===== config.mk =====
export PLATFORM = sky130hd
export DESIGN_NAME = vga_timing_gen
export DESIGN_NICKNAME = d
export VERILOG_FILES = /design/src/rtl/vga_timing_gen.sv
export SDC_FILE = /design/constraint.sdc
export NUM_CORES = 1
export LEC_CHECK = 0
export CORE_MARGIN = 1.5
export CORE_UTILIZATION = 31
export CTS_BUF_LIST = sky130_fd_sc_hd__clkbuf_8
export DETAILED_ROUTE_END_ITERATION = 16
export HOLD_SLACK_MARGIN = 0.08
export SLEW_MARGIN = 20
export SYNTH_ARGS = -nofsm -noshare
export SYNTH_HDL_FRONTEND = slang
export SYNTH_SLANG_ARGS = --single-unit

===== constraint.sdc =====
create_clock -name clk_25 -period 3.1 [get_ports clk_25]
set_input_delay 0.465 -clock clk_25 [delete_from_list [all_inputs] [get_ports clk_25]]
set_output_delay 0.465 -clock clk_25 [all_outputs]
set_load 0.02 [all_outputs]

===== src/rtl/vga_timing_gen.sv =====
// Parametrised VGA raster timing generator: h/v counters, a registered decode stage and
// an optional output delay line that keeps every timing output aligned.
module vga_timing_gen #(
    parameter int   HVID     = 640,
    parameter int   HFP      = 16,
    parameter int   HS       = 96,
    parameter int   HBP      = 48,
    parameter int   VVID     = 480,
    parameter int   VFP      = 10,
    parameter int   VS       = 2,
    parameter int   VBP      = 33,
    parameter logic HS_POL   = 1'b0,
    parameter logic VS_POL   = 1'b0,
    parameter int   CW       = 11,
    parameter int   FCW      = 8,
    parameter int   PIPE_DLY = 0
) (
    input  logic           clk_25,
    input  logic           rst_n,
    input  logic           en,
    output logic           hsync,
    output logic           vsync,
    output logic           video_on,
    output logic [CW-1:0]  pixel_x,
    output logic [CW-1:0]  pixel_y,
    output logic           line_start,
    output logic           frame_start,
    output logic [FCW-1:0] frame_cnt
);

    localparam int HTOT = HVID + HFP + HS + HBP;
    localparam int VTOT = VVID + VFP + VS + VBP;
    localparam int OW   = 5 + 2 * CW + FCW;

    localparam logic [CW-1:0] H_LAST = CW'(HTOT - 1);
    localparam logic [CW-1:0] V_LAST = CW'(VTOT - 1);
    localparam logic [CW-1:0] H_VID  = CW'(HVID);
    localparam logic [CW-1:0] V_VID  = CW'(VVID);
    localparam logic [CW-1:0] HS_BEG = CW'(HVID + HFP);
    localparam logic [CW-1:0] HS_END = CW'(HVID + HFP + HS);
    localparam logic [CW-1:0] VS_BEG = CW'(VVID + VFP);
    localparam logic [CW-1:0] VS_END = CW'(VVID + VFP + VS);

    // Output bundle order: hsync, vsync, video_on, line_start, frame_start, x, y, frame_cnt
    localparam logic [OW-1:0] RST_VEC = {~HS_POL, ~VS_POL, 3'b000, {(2 * CW + FCW){1'b0}}};

    logic [CW-1:0]  h_cnt_r;
    logic [CW-1:0]  v_cnt_r;
    logic [CW-1:0]  h_nxt_s;
    logic [CW-1:0]  v_nxt_s;
    logic [FCW-1:0] frame_cnt_r;
    logic [FCW-1:0] frame_nxt_s;
    logic           hs_act_s;
    logic           vs_act_s;
    logic           vid_s;
    logic           ls_s;
    logic           fs_s;
    logic [OW-1:0]  dec_s;
    logic [OW-1:0]  pipe_r [PIPE_DLY+1];

    // Next raster position and frame count; disabled raster parks at the origin
    always_comb begin
        h_nxt_s     = h_cnt_r;
        v_nxt_s     = v_cnt_r;
        frame_nxt_s = frame_cnt_r;
        if (!en) begin
            h_nxt_s = {CW{1'b0}};
            v_nxt_s = {CW{1'b0}};
        end else if (h_cnt_r == H_LAST) begin
            h_nxt_s = {CW{1'b0}};
            if (v_cnt_r == V_LAST) begin
                v_nxt_s     = {CW{1'b0}};
                frame_nxt_s = frame_cnt_r + FCW'(1);
            end else begin
                v_nxt_s = v_cnt_r + CW'(1);
            end
        end else begin
            h_nxt_s = h_cnt_r + CW'(1);
        end
    end

    // Raster counters and completed-frame counter
    always_ff @(posedge clk_25 or negedge rst_n) begin
        if (!rst_n) begin
            h_cnt_r     <= {CW{1'b0}};
            v_cnt_r     <= {CW{1'b0}};
            frame_cnt_r <= {FCW{1'b0}};
        end else begin
            h_cnt_r     <= h_nxt_s;
            v_cnt_r     <= v_nxt_s;
            frame_cnt_r <= frame_nxt_s;
        end
    end

    // Decode of the current counter value into the output bundle
    always_comb begin
        hs_act_s = (h_cnt_r >= HS_BEG) && (h_cnt_r < HS_END);
        vs_act_s = (v_cnt_r >= VS_BEG) && (v_cnt_r < VS_END);
        vid_s    = (h_cnt_r < H_VID) && (v_cnt_r < V_VID);
        ls_s     = (h_cnt_r == {CW{1'b0}});
        fs_s     = ls_s && (v_cnt_r == {CW{1'b0}});
        dec_s    = {~HS_POL, ~VS_POL, 3'b000, {(2 * CW){1'b0}}, frame_cnt_r};
        if (en) begin
            dec_s = {(hs_act_s ? HS_POL : ~HS_POL), (vs_act_s ? VS_POL : ~VS_POL),
                     vid_s, ls_s, fs_s, h_cnt_r, v_cnt_r, frame_cnt_r};
        end else begin
            dec_s = {~HS_POL, ~VS_POL, 3'b000, {(2 * CW){1'b0}}, frame_cnt_r};
        end
    end

    // Decode stage followed by PIPE_DLY plain delay stages
    always_ff @(posedge clk_25 or negedge rst_n) begin
        if (!rst_n) begin
            for (int i = 0; i <= PIPE_DLY; i++) begin
                pipe_r[i] <= RST_VEC;
            end
        end else begin
            pipe_r[0] <= dec_s;
            for (int i = 1; i <= PIPE_DLY; i++) begin
                pipe_r[i] <= pipe_r[i-1];
            end
        end
    end

    assign {hsync, vsync, video_on, line_start, frame_start, pixel_x, pixel_y, frame_cnt} =
        pipe_r[PIPE_DLY];

endmodule


# == After elaboration in Yosys (flattened, before gate mapping) ==
# Cells that the tools add are included.
# W data, S select, Z words.
# op_classes
magnitude_cmp,6
eq_ne,3
bitwise_logic,0
div,0
n_shift,0
n_reduce_logical,7
add_sub_neg,3
mux,8
multipliers,0
# op_table
operator,count
$mux W11,5
$mux W35,1
$add A11 B1 Y11 const B,2
$eq A11 B10 Y1 const B,2
$logic_not A11 Y1,2
$lt A11 B10 Y1 const B,2
$lt A11 B9 Y1 const B,2
$ge A11 B10 Y1 const B,1
$ge A11 B9 Y1 const B,1
$add A8 B1 Y8 const B,1
$logic_and A1 B1 Y1,4
$reduce_and A3 Y1,1
$mux W1,2
$ne A2 B1 Y1 const B,1
# word_totals
latchBits,0
wordCells,31
ramBits,0
regBits,65
romBits,0
memories,0

# == Longest topological paths before layout ==
# depth
ltp_word,4
depth_mapped,8
mapped_depth_nobuf,6

# == Worst setup path before layout ==
# No wires, ideal clock.
# synth_timing
path_type,input -> register
start,input port en
end,register frame_cnt_r[2]
setup_time_ns,0.079
required_ns,3.021
n_path_buf,2
path_stages,6
t_arrival_ns,1.923
path_slack_ns,1.098
cell_sequence,buf_2 > or4b_4 > nor4_4 > buf_4 > nor3b_2 > xor2_1
# synth_via
elab_chain_len,1
# synth_lines
item,line,text
start: declaration,20,"input logic en,"
$reduce_and A3 Y1 (no line),-,
end signal: assignment,87,frame_cnt_r <= {FCW{1'b0}};
end signal: assignment,91,frame_cnt_r <= frame_nxt_s;
end: declaration,51,logic [FCW-1:0] frame_cnt_r;
# No other way between the ends.
# A chain may end at the register's enable or synchronous reset.

# == Worst setup path after layout ==
# layout_timing
start,input port en
end,register frame_cnt_r[3]
# Same word-level chain as after synthesis.

==> flow_metrics.env <==
export IMPL_finalHoldViolations=0
export IMPL_synth_nets=251
export IMPL_synthArstFlopShare_pct=100
export IMPL_seq_area_frac_synth_pct=58.7
export IMPL_dr_total_vias=1921
export IMPL_drtAntennaViolNets=0
export IMPL_synth_cell_types=40
export IMPL_via_per_inst=4.85
export IMPL_post_cts_buffers=0
export IMPL_r2r_start="h_cnt_r[0]"
export IMPL_yosysTopAreaCell="dfrtp_1"
export IMPL_design_die_area_um2=9530
export IMPL_synth_seq_cells=65
export IMPL_cts_resized=0
export IMPL_grt_pass1_wl_um=9450
export IMPL_ys_flop_type="dfrtp_1"
export IMPL_routabilityCongestion=0.781
export IMPL_crit_fanout=21
export IMPL_cpMaxStageDelayCell="clkdlybuf4s50_1"
export IMPL_die_y_um=97.6
export IMPL_synth_area_leaders="dfrtp_1 (57%), and2_1 (6.1%), xor2_1 (2.8%)"
export IMPL_clock_fmax_ghz=0.468
export IMPL_max_slew_worst_pin_slew_ns=0.512
export IMPL_ff2ff_path_depth=5
export IMPL_required_ns=3.36
export IMPL_h_tree_depth=3
export IMPL_skew_ns=0.00808
export IMPL_dp_cells=380
export IMPL_final_max_slew_violation_count=0
export IMPL_clk_root_buffer_cell="clkbuf_8"
export IMPL_rr_endpoint="v_cnt_r[6]"
export IMPL_setup_viol=0
export IMPL_final_instance_count_excl_fill=396
export IMPL_drt_iter0_drc=153
export IMPL_io_pins=38
export IMPL_cts_hold_buf=0
export IMPL_cts_tree="yes"
export IMPL_cp_end_kind="flip-flop"
export IMPL_grt_remaining_overflow=0
export IMPL_synth_edf_count=0
export IMPL_layout_min_cycle_time_ns=2.14
export IMPL_cp_depth=6
export IMPL_max_stage_delay_ns=0.49
export IMPL_cpLargestDelayFamily="simple AND/OR/NAND/NOR gates"
export IMPL_crit_buf_inv=2
export IMPL_cts_sinks=65
export IMPL_grt_usage_pct=12.7
export IMPL_start_util_pct=32.0
export IMPL_powerDensity_nw_per_um2=466
export IMPL_synth_most_common_cell="dfrtp_1"
export IMPL_criticalPathCategory="input pin to flip-flop"
export IMPL_fin_nets=292
export IMPL_clk_latency_ns=0.34
export IMPL_fp_dieW_um=97.6
export IMPL_relSlewSlack_pct=65.5
export IMPL_antenna_found_initial=0
export IMPL_syn_avg_cell_area_um2=11.5
export IMPL_cts_buffers=9
export IMPL_drive_gt1_share_pct=10.1
export IMPL_syn_inst=242
export IMPL_ctsLongestPathBuffers=2
export IMPL_cp_arrival_ns=2.40
export IMPL_hold_path_class="input pin to asynchronous set/reset pin"
export IMPL_ys_warn_count=0
export IMPL_detail_route_wl_per_cell_um=13.8
export IMPL_status="complete, no violations"
export IMPL_rsz0062_at_grt="no"
export IMPL_area_growth_pct=24.1
export IMPL_clk_transition_reported_paths_ns=0.06
export IMPL_first_global_vias=1895
export IMPL_antennaDiodeCount=0
export IMPL_reg2reg_slack_ns=0.99
export IMPL_p_leak_uw=0.00152
export IMPL_finalCritPeriodShare_pct=69.0
export IMPL_fin_tns_setup_ns=0
export IMPL_ir_drop_uv=138
export IMPL_nFillCells=838
export IMPL_row_count=34
export IMPL_numPortBuffers=37
export IMPL_drv_cap=0
export IMPL_finalWirelength_um=5480
export IMPL_grt_max_degree=28
export IMPL_drc=0
export IMPL_start_kind="input pin"
export IMPL_crit_path_cell_trace="clkdlybuf4s50_1, or4b_4, nor4_4, buf_4, nor3b_2, xor2_1"
export IMPL_netlist_area_um2=2780
export IMPL_hpwl_um=3720
export IMPL_dr_pass1_iters=4
export IMPL_core_um2=8680
export IMPL_yosysTopAreaCellShare_pct=56.8
export IMPL_netlist_top_cells_count="dfrtp_1 (63), and2_1 (27), nand3_1 (14)"
where the power goes:
group / leakage, µW / total, µW / switching (µW) / internal [µW]
Clock: 0.000107 / 663 / 305 / 358
Sequential: 0.000879 / 870 / 9.49 / 861
Combinational: 0.000530 / 72.8 / 45.3 / 27.5
routing by layer:
| metal | vias up | routed length, µm | share of wire (%) | track usage, % |
|---|---|---|---|---|
| li1 | 931 | - | - | - |
| met1 | 936 | 2650 | 48 | 17.2 |
| met4 | 0 | 92 | 1.7 | 5.93 |
| met2 | 46 | 2480 | 45 | 18.8 |
| met3 | 8 | 257 | 4.7 | 3.67 |
| met5 | - | 0 | 0 | 0 |
area by class of cell:
cell class	count	area, µm²	area share [%]
multi-input combinational	159	1070	31.1
timing repair buffer	43	410	11.9
clock inverter	7	56.3	1.63
inverter	5	18.8	0.545
clock buffer	9	124	3.60
tap	108	135	3.92
sequential	65	1630	47.3
cells by family (layout without fill, tap and decap cells):
kind of cell,count (synthesis),after routing,share of synthesized area (%)
AOI/OAI and AO/OA,25,25,5.91
xor gates and xnor gates,16,16,5.05
muxes,1,1,0.406
and+or+nand+nor,111,111,24.5
buffers and inverters,18,64,2.71
DFF,65,65,58.7
adders and majority gates,6,6,2.71
cells in the final DEF (no fill, tap or decap), types with 4 or more instances in the layout:
cell type	count
dfrtp_1	63
clkdlybuf4s50_1	36
and2_1	27
nand3_1	14
nand2_1	13
nor2_1	12
xor2_1	9
clkbuf_8	9
inv_1	8
o21ai_0	8
a31oi_1	8
nand4_1	7
xnor2_1	7
ha_1	6
buf_4	6
or3_1	5
and4_1	4
nor3_1	4
through the flow:
step	hold WS [ns]	utilization (%)	total power, µW	area [µm²]	worst slack, ns
final	0.0927	39.7	1610	3440	0.962
after floorplan	0.169	-	916	2780	1.10
after global placement	0.393	37.6	960	3260	0.644
after global routing	0.127	39.7	1680	3440	0.752
after detailed placement	0.388	37.6	961	3260	0.612
after CTS	0.102	39.7	1630	3440	0.973
worst max path at each step:
| stage | start | end |
|---|---|---|
| 2_1_floorplan | en | frame_cnt_r[2] |
| 3_3_place_gp | en | frame_cnt_r[3] |
| 3_5_place_dp | en | frame_cnt_r[2] |
| 4_1_cts | en | frame_cnt_r[3] |
| 5_1_grt | h_cnt_r[0] | v_cnt_r[1] |
| 6_report | en | frame_cnt_r[3] |
sequential cells by signal, summed over array words and instances (netlist names):
name,cells
frame_cnt_r,8
h_cnt_r,11
pipe_r,35
v_cnt_r,11
No activity file was read; power rests on OpenSTA's default activity.
